<file path="config.mk">
export PLATFORM = sky130hd
export DESIGN_NAME = lyr1_mac_sequencer
export DESIGN_NICKNAME = d
export VERILOG_FILES = /design/src/rtl/lyr1_mac_sequencer_pkg.sv /design/src/rtl/lyr1_mac_sequencer_tap_acc.sv /design/src/rtl/lyr1_mac_sequencer.sv
export SDC_FILE = /design/constraint.sdc
export NUM_CORES = 1
export LEC_CHECK = 0
export CAP_MARGIN = 10
export CORE_MARGIN = 2
export CORE_UTILIZATION = 40
export DETAILED_ROUTE_END_ITERATION = 8
export SYNTH_ARGS = -nofsm -noshare
export SYNTH_HDL_FRONTEND = slang
export SYNTH_SLANG_ARGS = --single-unit
</file>
<file path="constraint.sdc">
create_clock -name clk_i -period 9 [get_ports clk_i]
set_input_delay 2.25 -clock clk_i [delete_from_list [all_inputs] [get_ports clk_i]]
set_output_delay 2.25 -clock clk_i [all_outputs]
set_load 0.005 [all_outputs]
</file>
<file path="src/rtl/lyr1_mac_sequencer_pkg.sv">
// Shared constants, FSM encoding and the Q8.8 shift-and-saturate helper
// for the layer-1 MAC sequencer.
package lyr1_mac_sequencer_pkg;

    localparam int DW   = 16;
    localparam int FRAC = 8;
    localparam int ACCW = 36;

    typedef logic [2:0] state_t;
    localparam state_t ST_IDLE  = 3'd0;
    localparam state_t ST_FETCH = 3'd1;
    localparam state_t ST_DRAIN = 3'd2;
    localparam state_t ST_OUT   = 3'd3;
    localparam state_t ST_FIN   = 3'd4;

    // Tap index 9 of each neuron's 10-word record is the bias
    localparam logic [3:0] K_BIAS = 4'd9;

    localparam logic signed [ACCW-1:0] SAT_MAX = 36'sd32767;
    localparam logic signed [ACCW-1:0] SAT_MIN = -36'sd32768;

    function automatic logic [DW-1:0] sat_q88(input logic signed [ACCW-1:0] acc);
        logic signed [ACCW-1:0] shifted;
        shifted = acc >>> FRAC;
        if (shifted > SAT_MAX) begin
            sat_q88 = 16'h7FFF;
        end else if (shifted < SAT_MIN) begin
            sat_q88 = 16'h8000;
        end else begin
            sat_q88 = shifted[DW-1:0];
        end
    endfunction

endpackage

</file>
<file path="src/rtl/lyr1_mac_sequencer_tap_acc.sv">
// Registered signed multiply-accumulate; one tap or one bias per cycle.
// The next-state value is exported so results can be registered alongside it.
module lyr1_mac_sequencer_tap_acc
    import lyr1_mac_sequencer_pkg::*;
(
    input  logic                   clk_i,
    input  logic                   rst_i,
    input  logic                   clr_i,
    input  logic                   en_i,
    input  logic                   add_bias_i,
    input  logic signed [DW-1:0]   a_i,
    input  logic signed [DW-1:0]   b_i,
    output logic signed [ACCW-1:0] acc_nxt_o
);

    logic signed [2*DW-1:0] prod_s;
    logic signed [ACCW-1:0] acc_d;
    logic signed [ACCW-1:0] acc_q;

    // Next accumulator value: clear, tap product, or bias aligned to Q8.8 product scale
    always_comb begin
        prod_s = a_i * b_i;
        acc_d  = acc_q;
        if (clr_i) begin
            acc_d = '0;
        end else if (en_i) begin
            acc_d = acc_q + ACCW'(prod_s);
        end else if (add_bias_i) begin
            acc_d = acc_q + (ACCW'(b_i) <<< FRAC);
        end else begin
            acc_d = acc_q;
        end
    end

    // Accumulator register
    always_ff @(posedge clk_i or posedge rst_i) begin
        if (rst_i) begin
            acc_q <= '0;
        end else begin
            acc_q <= acc_d;
        end
    end

    assign acc_nxt_o = acc_d;

endmodule

</file>
<file path="src/rtl/lyr1_mac_sequencer.sv">
// Sequences one shared serial MAC over a 3x3 window for NEURONS neurons,
// fetching weights/bias from external memory and emitting saturated Q8.8 results.
module lyr1_mac_sequencer
    import lyr1_mac_sequencer_pkg::*;
#(
    parameter int NEURONS = 4,
    parameter int AW      = $clog2(NEURONS*10),
    parameter int IW      = (NEURONS > 1) ? $clog2(NEURONS) : 1
) (
    input  logic            clk_i,
    input  logic            rst_i,
    input  logic            start_i,
    input  logic [9*DW-1:0] x_flat_i,
    output logic            w_en_o,
    output logic [AW-1:0]   w_addr_o,
    input  logic [DW-1:0]   w_data_i,
    output logic            res_valid_o,
    input  logic            res_ready_i,
    output logic [DW-1:0]   res_data_o,
    output logic [IW-1:0]   res_idx_o,
    output logic            busy_o,
    output logic            done_o
);

    state_t            state_q, state_d;
    logic [9*DW-1:0]   x_q, x_d;
    logic [IW-1:0]     n_q, n_d;
    logic [3:0]        k_q, k_d;
    logic              w_en_q, w_en_d;
    logic [AW-1:0]     w_addr_q, w_addr_d;
    logic              rd_vld_q;
    logic [3:0]        rd_k_q;
    logic              res_valid_q, res_valid_d;
    logic [DW-1:0]     res_data_q, res_data_d;
    logic [IW-1:0]     res_idx_q, res_idx_d;
    logic              busy_q, busy_d;
    logic              done_q, done_d;

    logic              accept_s, handshake_s, last_s, clr_s, tap_en_s, bias_en_s;
    logic [DW-1:0]     x_tap_s;
    logic signed [ACCW-1:0] acc_nxt_s;

    assign accept_s    = (state_q == ST_IDLE) && start_i;
    assign handshake_s = (state_q == ST_OUT) && res_valid_q && res_ready_i;
    assign last_s      = (n_q == IW'(NEURONS-1));
    assign clr_s       = accept_s || handshake_s;
    // rd_* track the address issued last cycle, i.e. what w_data_i carries now
    assign tap_en_s    = rd_vld_q && (rd_k_q != K_BIAS);
    assign bias_en_s   = rd_vld_q && (rd_k_q == K_BIAS);
    assign x_tap_s     = (rd_k_q < K_BIAS) ? x_q[32'(rd_k_q)*DW +: DW] : '0;

    lyr1_mac_sequencer_tap_acc u_tap_acc (
        .clk_i      (clk_i),
        .rst_i      (rst_i),
        .clr_i      (clr_s),
        .en_i       (tap_en_s),
        .add_bias_i (bias_en_s),
        .a_i        ($signed(x_tap_s)),
        .b_i        ($signed(w_data_i)),
        .acc_nxt_o  (acc_nxt_s)
    );

    // Sequencer next-state logic
    always_comb begin
        state_d     = state_q;
        x_d         = x_q;
        n_d         = n_q;
        k_d         = k_q;
        w_en_d      = w_en_q;
        w_addr_d    = w_addr_q;
        res_valid_d = res_valid_q;
        res_data_d  = res_data_q;
        res_idx_d   = res_idx_q;
        busy_d      = busy_q;
        done_d      = 1'b0;
        case (state_q)
            ST_IDLE: begin
                if (start_i) begin
                    state_d  = ST_FETCH;
                    x_d      = x_flat_i;
                    n_d      = '0;
                    k_d      = 4'd0;
                    w_en_d   = 1'b1;
                    w_addr_d = '0;
                    busy_d   = 1'b1;
                end else begin
                    state_d = ST_IDLE;
                end
            end
            ST_FETCH: begin
                if (k_q == K_BIAS) begin
                    state_d = ST_DRAIN;
                    w_en_d  = 1'b0;
                end else begin
                    k_d      = k_q + 4'd1;
                    w_addr_d = w_addr_q + AW'(1);
                end
            end
            ST_DRAIN: begin
                // Bias lands this cycle; register the result from the post-bias sum
                state_d     = ST_OUT;
                res_valid_d = 1'b1;
                res_data_d  = sat_q88(acc_nxt_s);
                res_idx_d   = n_q;
            end
            ST_OUT: begin
                if (handshake_s) begin
                    res_valid_d = 1'b0;
                    n_d         = n_q + IW'(1);
                    if (last_s) begin
                        state_d = ST_FIN;
                        done_d  = 1'b1;
                        busy_d  = 1'b0;
                    end else begin
                        state_d  = ST_FETCH;
                        k_d      = 4'd0;
                        w_en_d   = 1'b1;
                        w_addr_d = w_addr_q + AW'(1);
                    end
                end else begin
                    state_d = ST_OUT;
                end
            end
            ST_FIN: begin
                state_d = ST_IDLE;
            end
            default: begin
                state_d = ST_IDLE;
            end
        endcase
    end

    // State, window, counters and output registers
    always_ff @(posedge clk_i or posedge rst_i) begin
        if (rst_i) begin
            state_q     <= ST_IDLE;
            x_q         <= '0;
            n_q         <= '0;
            k_q         <= 4'd0;
            w_en_q      <= 1'b0;
            w_addr_q    <= '0;
            rd_vld_q    <= 1'b0;
            rd_k_q      <= 4'd0;
            res_valid_q <= 1'b0;
            res_data_q  <= '0;
            res_idx_q   <= '0;
            busy_q      <= 1'b0;
            done_q      <= 1'b0;
        end else begin
            state_q     <= state_d;
            x_q         <= x_d;
            n_q         <= n_d;
            k_q         <= k_d;
            w_en_q      <= w_en_d;
            w_addr_q    <= w_addr_d;
            rd_vld_q    <= w_en_q;
            rd_k_q      <= k_q;
            res_valid_q <= res_valid_d;
            res_data_q  <= res_data_d;
            res_idx_q   <= res_idx_d;
            busy_q      <= busy_d;
            done_q      <= done_d;
        end
    end

    assign w_en_o      = w_en_q;
    assign w_addr_o    = w_addr_q;
    assign res_valid_o = res_valid_q;
    assign res_data_o  = res_data_q;
    assign res_idx_o   = res_idx_q;
    assign busy_o      = busy_q;
    assign done_o      = done_q;

endmodule

</file>
# Yosys cells after proc, flatten, opt, wreduce, memory -nomap -nowiden
# Index checks and enable logic that the tools add are counted.
dict set report totals {
  out_inout_bits 28
  reg_bits 222
  elab_cells 92
}
dict set report op_classes {
  magnitude_cmp 3
  n_shift 1
  n_reduce_logical 17
  n_addsub 5
  n_mux 37
  eq_ne 13
  multipliers 1
}
# operator count
set ops {}
lappend ops {{$shiftx 144x9->16} 1}
lappend ops {{$mux 36} 3}
lappend ops {{$mux 16} 3}
lappend ops {{$add 36x24->36} 1}
lappend ops {{$add 36x32->36} 1}
lappend ops {{$mul 16x16->32} 1}
lappend ops {{$gt 28x16->1 const B} 1}
lappend ops {{$lt 28x16->1 const B} 1}
lappend ops {{$mux 6} 4}
lappend ops {{$pmux 6 s3} 1}
lappend ops {{$mux 4} 4}
lappend ops {{$ne 2x2->1 const B} 6}
lappend ops {{$pmux 3 s4} 1}
lappend ops {{$pmux 4 s3} 1}
lappend ops {{$mux 1} 11}
lappend ops {{$reduce_and 5->1} 2}
lappend ops {{$mux 3} 3}
lappend ops {{$eq 4x4->1 const B} 2}
lappend ops {{$add 6x1->6 const B} 1}
lappend ops {{$eq 3x2->1 const B} 2}
lappend ops {{$reduce_bool 3->1} 2}
lappend ops {{$logic_and 1x1->1} 5}
lappend ops {{$add 4x1->4 const B} 1}
lappend ops {{$lt 4x4->1 const B} 1}
lappend ops {{14 further kinds} 18}

# Longest topological paths before layout
# Gate-level depths: netlist (run 1).
dict set report depth {
  ltp_word 9
  ltp_mapped 34
  depth_no_buf 30
}

# Cells and area by module
# From an unflattened synthesis (run 1), not the netlist that was laid out.
dict set report unflattened {
  hier_cells 2546
  area_unflattened_um2 23244.8
}
# mod seq_area_each_um2 cells_each area_each_um2 n_inst
set by_module_without_submodules {}
lappend by_module_without_submodules {lyr1_mac_sequencer_tap_acc 900.9 1637 14809.2 1}
lappend by_module_without_submodules {lyr1_mac_sequencer 4654.5 909 8435.6 1}

# Least setup slack after synthesis (run 1)
# OpenSTA, ideal clock, no wires.
dict set report synth_timing {
  kind {input -> register}
  from {input w_data_i[7]}
  to {register res_data_q[1] (netlist: res_data_o[1])}
  setup_time_ns 0.129
  t_required_ns 8.871
  path_slack_ns 0.170
  path_stages 26
  t_arrival_ns 8.701
  path_buffers 2
  cell_sequence {clkbuf_1 > nand2_1 > fa_1 > inv_1 > fa_1 > inv_1 > fa_1 > inv_1 > fa_1 > inv_1 > fa_1 > fa_1 > inv_1 > ha_1 > o21ai_0 > nand2b_1 > a21oi_1 > nand2b_1 > o32ai_1 > xor2_1 > o211ai_1 > inv_1 > or4_4 > o21ai_4 > buf_6 > o22ai_1}
}
dict set report synth_between {
  elab_chain_cells 7
}
# element line_no
set synth_lines {}
lappend synth_lines {{start, declared} lyr1_mac_sequencer.sv:16} ;# input logic [DW-1:0] w_data_i,
lappend synth_lines {{$mul 16x16->32 / $add 36x24->36 (equally long branches)} {lyr1_mac_sequencer_tap_acc.sv:22, lyr1_mac_sequencer_tap_acc.sv:29}}
lappend synth_lines {{$add 36x32->36 / $mux 36 (equally long branches)} {lyr1_mac_sequencer_tap_acc.sv:27, lyr1_mac_sequencer_tap_acc.sv:28}}
lappend synth_lines {{$mux 36 *} lyr1_mac_sequencer_tap_acc.sv:26} ;# end else if (en_i) begin
lappend synth_lines {{$mux 36 *} lyr1_mac_sequencer_tap_acc.sv:24} ;# if (clr_i) begin
lappend synth_lines {{named net acc_nxt_s[33]} lyr1_mac_sequencer.sv:41} ;# logic signed [ACCW-1:0] acc_nxt_s;
lappend synth_lines {{$lt 28x16->1} lyr1_mac_sequencer_pkg.sv:27} ;# end else if (shifted < SAT_MIN) begin
lappend synth_lines {{$mux 16} lyr1_mac_sequencer_pkg.sv:27}
lappend synth_lines {{$mux 16 *} lyr1_mac_sequencer_pkg.sv:25} ;# if (shifted > SAT_MAX) begin
lappend synth_lines {{end signal, assigned} lyr1_mac_sequencer.sv:159} ;# res_data_q <= res_data_d;
lappend synth_lines {{end, declared} lyr1_mac_sequencer.sv:34} ;# logic [DW-1:0] res_data_q, res_data_d;
# The timed path passes the listed nets; every way through them passes the cells marked *. The select of a mux whose other input is x is not followed.
# A chain may end at the register's enable or synchronous reset.

# Worst setup path in the final report (run 1)
dict set report layout_timing {
  from {input w_data_i[1]}
  to {register res_data_q[2] (netlist: res_data_o[2])}
}
# The elaborated chain is that of the path after synthesis.

==> flow_summary.ini, run 1 <==
[yosys]
synthArstFlopShare = 1.000
synth_area_per_cell_um2 = 10.18
synth_area_um2 = 23570
synth_commonest_cells = 385 x inv_1, 315 x fa_1, 222 x dfrtp_1
yosys.cell_types.count = 82
synth_fp_nets = 2933
synth_seq_area_share = 0.2357
synthDominantCellAreaShare = 0.2675
syn_inst = 2316
yosys_warnings = 0
synth_edf_count = 0
synth_area_leaders = fa_1 27%, dfrtp_1 24%, ha_1 7.3%
yosysTopAreaCell = fa_1
yosysMostFrequentCell = inv_1
ys_ff_latch = 222
ys.flop_type = dfrtp_1

[global_routing]
antenna_found_initial = 6
grt_pass1_vias = 19080
grt_use_total = 0.2184
grt_start_max_net_pins = 149
grt_pass1_wl_um = 104400
grt_overflow = 0

[clock_network]
clk_latency_ns = 0.53
htree_levels = 1
tritoncts = done
cts_buffers = 23
clk_path_buf_depth = 3
clock-sinks = 222
root_buffer = clkbuf_16
path_clk_slew_ns = 0.06

[die]
die_area_um2 = 60880
die-height_um = 246.7
fp.dieW_um = 246.7
start_util = 0.4062
rows = 88
ios = 192
core_um2 = 58030

[flow_run]
cap_violations = 0

[sta]
final-max-slew-violation-count = 0
fin_crit_sh = 0.9765
final-setup-viol-count = 0
hold_slack_ns = 0.4326
rsz0062_at_grt = no
finalHoldViolations = 0
period_minus_slack_ns = 8.788
max_freq_mhz = 113.8
fin_skew_ns = 0.01271
tns_ns = 0
worst_slew_pin_slew_ns = 1.066
relSlewSlack = 0.2847

[setup_path]
max_stage_delay_ns = 0.53
cp-start-kind = input port
endpoint_kind = flop
crit_required_ns = 9.40
cp_num_buf_inv = 8
reg2reg_slack_ns = 0.44
worstSetupPathType = input port to flop
cpLargestDelayFamily = adder cells
critPathMostFrequentCell = fa_1
arrival_ns = 9.19
worst_path_max_delay_cell = fa_1
path_max_fanout = 7

[drt]
viasPerCell = 5.124
vias = 17680
wire_per_inst_um = 18.88
postRouteWirelength_um = 65160
drt_first_pass_iters = 5
final_antenna_net_count = 0
drtIter0Drc = 888
drc = 0

[hold_path]
min_path_type = flop to flop

[run_status]
status = completed

[placed_design]
place_hpwl_um = 52850
gp_congestion = 0.8858
port_buffers = 191

[finish]
layout-drive-gt1-share = 0.1986
fin_util = 0.5011
nNetsFinal = 3287
synthToLayoutAreaGrowth_pct = 23.36
## worst paths after layout
check,startpoint,endpoint,depth (start not counted)
max,w_data_i[1],res_data_o[2]$_DFFE_PP0P_,27
min,k_q[1]$_DFFE_PP0P_,rd_k_q[1]$_DFF_PP0_,0
max reg2reg,rd_k_q[1]$_DFF_PP0_,res_data_o[2]$_DFFE_PP0P_,29
min reg2reg,k_q[1]$_DFFE_PP0P_,rd_k_q[1]$_DFF_PP0_,0
max in group asynchronous,rst_i,rd_k_q[0]$_DFF_PP0_,3
min in group asynchronous,rst_i,u_tap_acc.acc_q[2]$_DFFE_PP0P_,2
## cell type report
| class | instances | area [um^2] |
|---|---|---|
| Clock inverter | 7 | 131.4 |
| Inverter | 386 | 1456 |
| Sequential cell | 222 | 5557 |
| Timing Repair Buffer | 430 | 3959 |
| Clock buffer | 32 | 639.4 |
| Fill cell | 5311 | 28950 |
| Antenna cell | 2 | 5.005 |
| Multi-Input combinational cell | 1607 | 16370 |
| Tap cell | 765 | 957.2 |
## registers in the layout, summed over array words and instances (netlist names), 3 cells and up
| register | flops |
|---|---|
| res_data_o | 16 |
| w_addr_o | 6 |
| rd_k_q | 4 |
| k_q | 4 |
| u_tap_acc.acc_q | 36 |
| state_q | 3 |
| x_q | 144 |
## cell usage in the layout, fill, tap and decap left out, drive strengths merged, types with 14 or more instances in the layout
master,n
dfrtp,222
nand3,26
clkdlybuf4s50,176
xnor2,36
o211ai,19
nor2,94
nand2,199
o22ai,14
mux2,150
fa,315
a21oi,87
mux2i,19
a211oi,18
and2,163
nor3,21
buf,238
ha,138
xor2,18
inv,386
a21o,28
clkbuf,34
mux4,30
o21ai,84
## routing by layer
metal / global-route usage / vias up / routed length [um]
met5: 0 / - / 27
met4: 0.05670 / 4 / 1678
li1: - / 8228 / -
met3: 0.04764 / 92 / 4407
met2: 0.3649 / 451 / 31020
met1: 0.2874 / 8909 / 28020
## per-stage QoR
stage | setup WS, ns | area [um^2] | instances
after floorplan | 0.1701 | 23570 | 2316
after global placement | -0.7803 | 27800 | 3380
after detailed placement | -0.8492 | 27800 | 3380
after CTS | 0.005731 | 28600 | 3420
after global routing | 0.0005596 | 29080 | 3451
final | 0.2119 | 29080 | 3451
## kinds of logic (layout without fill, tap and decap cells)
kind of cell	after synthesis	in the layout	synth area share
AO/OA/AOI/OAI	326	326	0.09475
XOR/XNOR	54	54	0.02007
adder cells (fa/ha/maj)	453	453	0.3408
buffers and inverters	487	855	0.07830
flip-flops	222	222	0.2357
multiplexers	199	199	0.1086
other	0	2	0
AND/OR/NAND/NOR	575	575	0.1218
## timing repair
item	CTS	global route
endpoints found under the setup margin	15	16
hold endpoints to repair	0	0
gates cloned	0	3
buffers inserted	1	26
gates resized for setup	6	68
pin swaps	2	20
hold buffers	0	0
Power of run 1 is not shown: default switching activity piles up to over one toggle a cycle in this logic, so the estimate is an artifact.
==> run 2: changes to the inputs <==
- CTS_CLUSTER_SIZE: not set -> 40
==> results of run 2 <==
Same layout as run 1: the final DEF is identical, and so are final timing and power.
Power of run 2 is left out for the same reason.
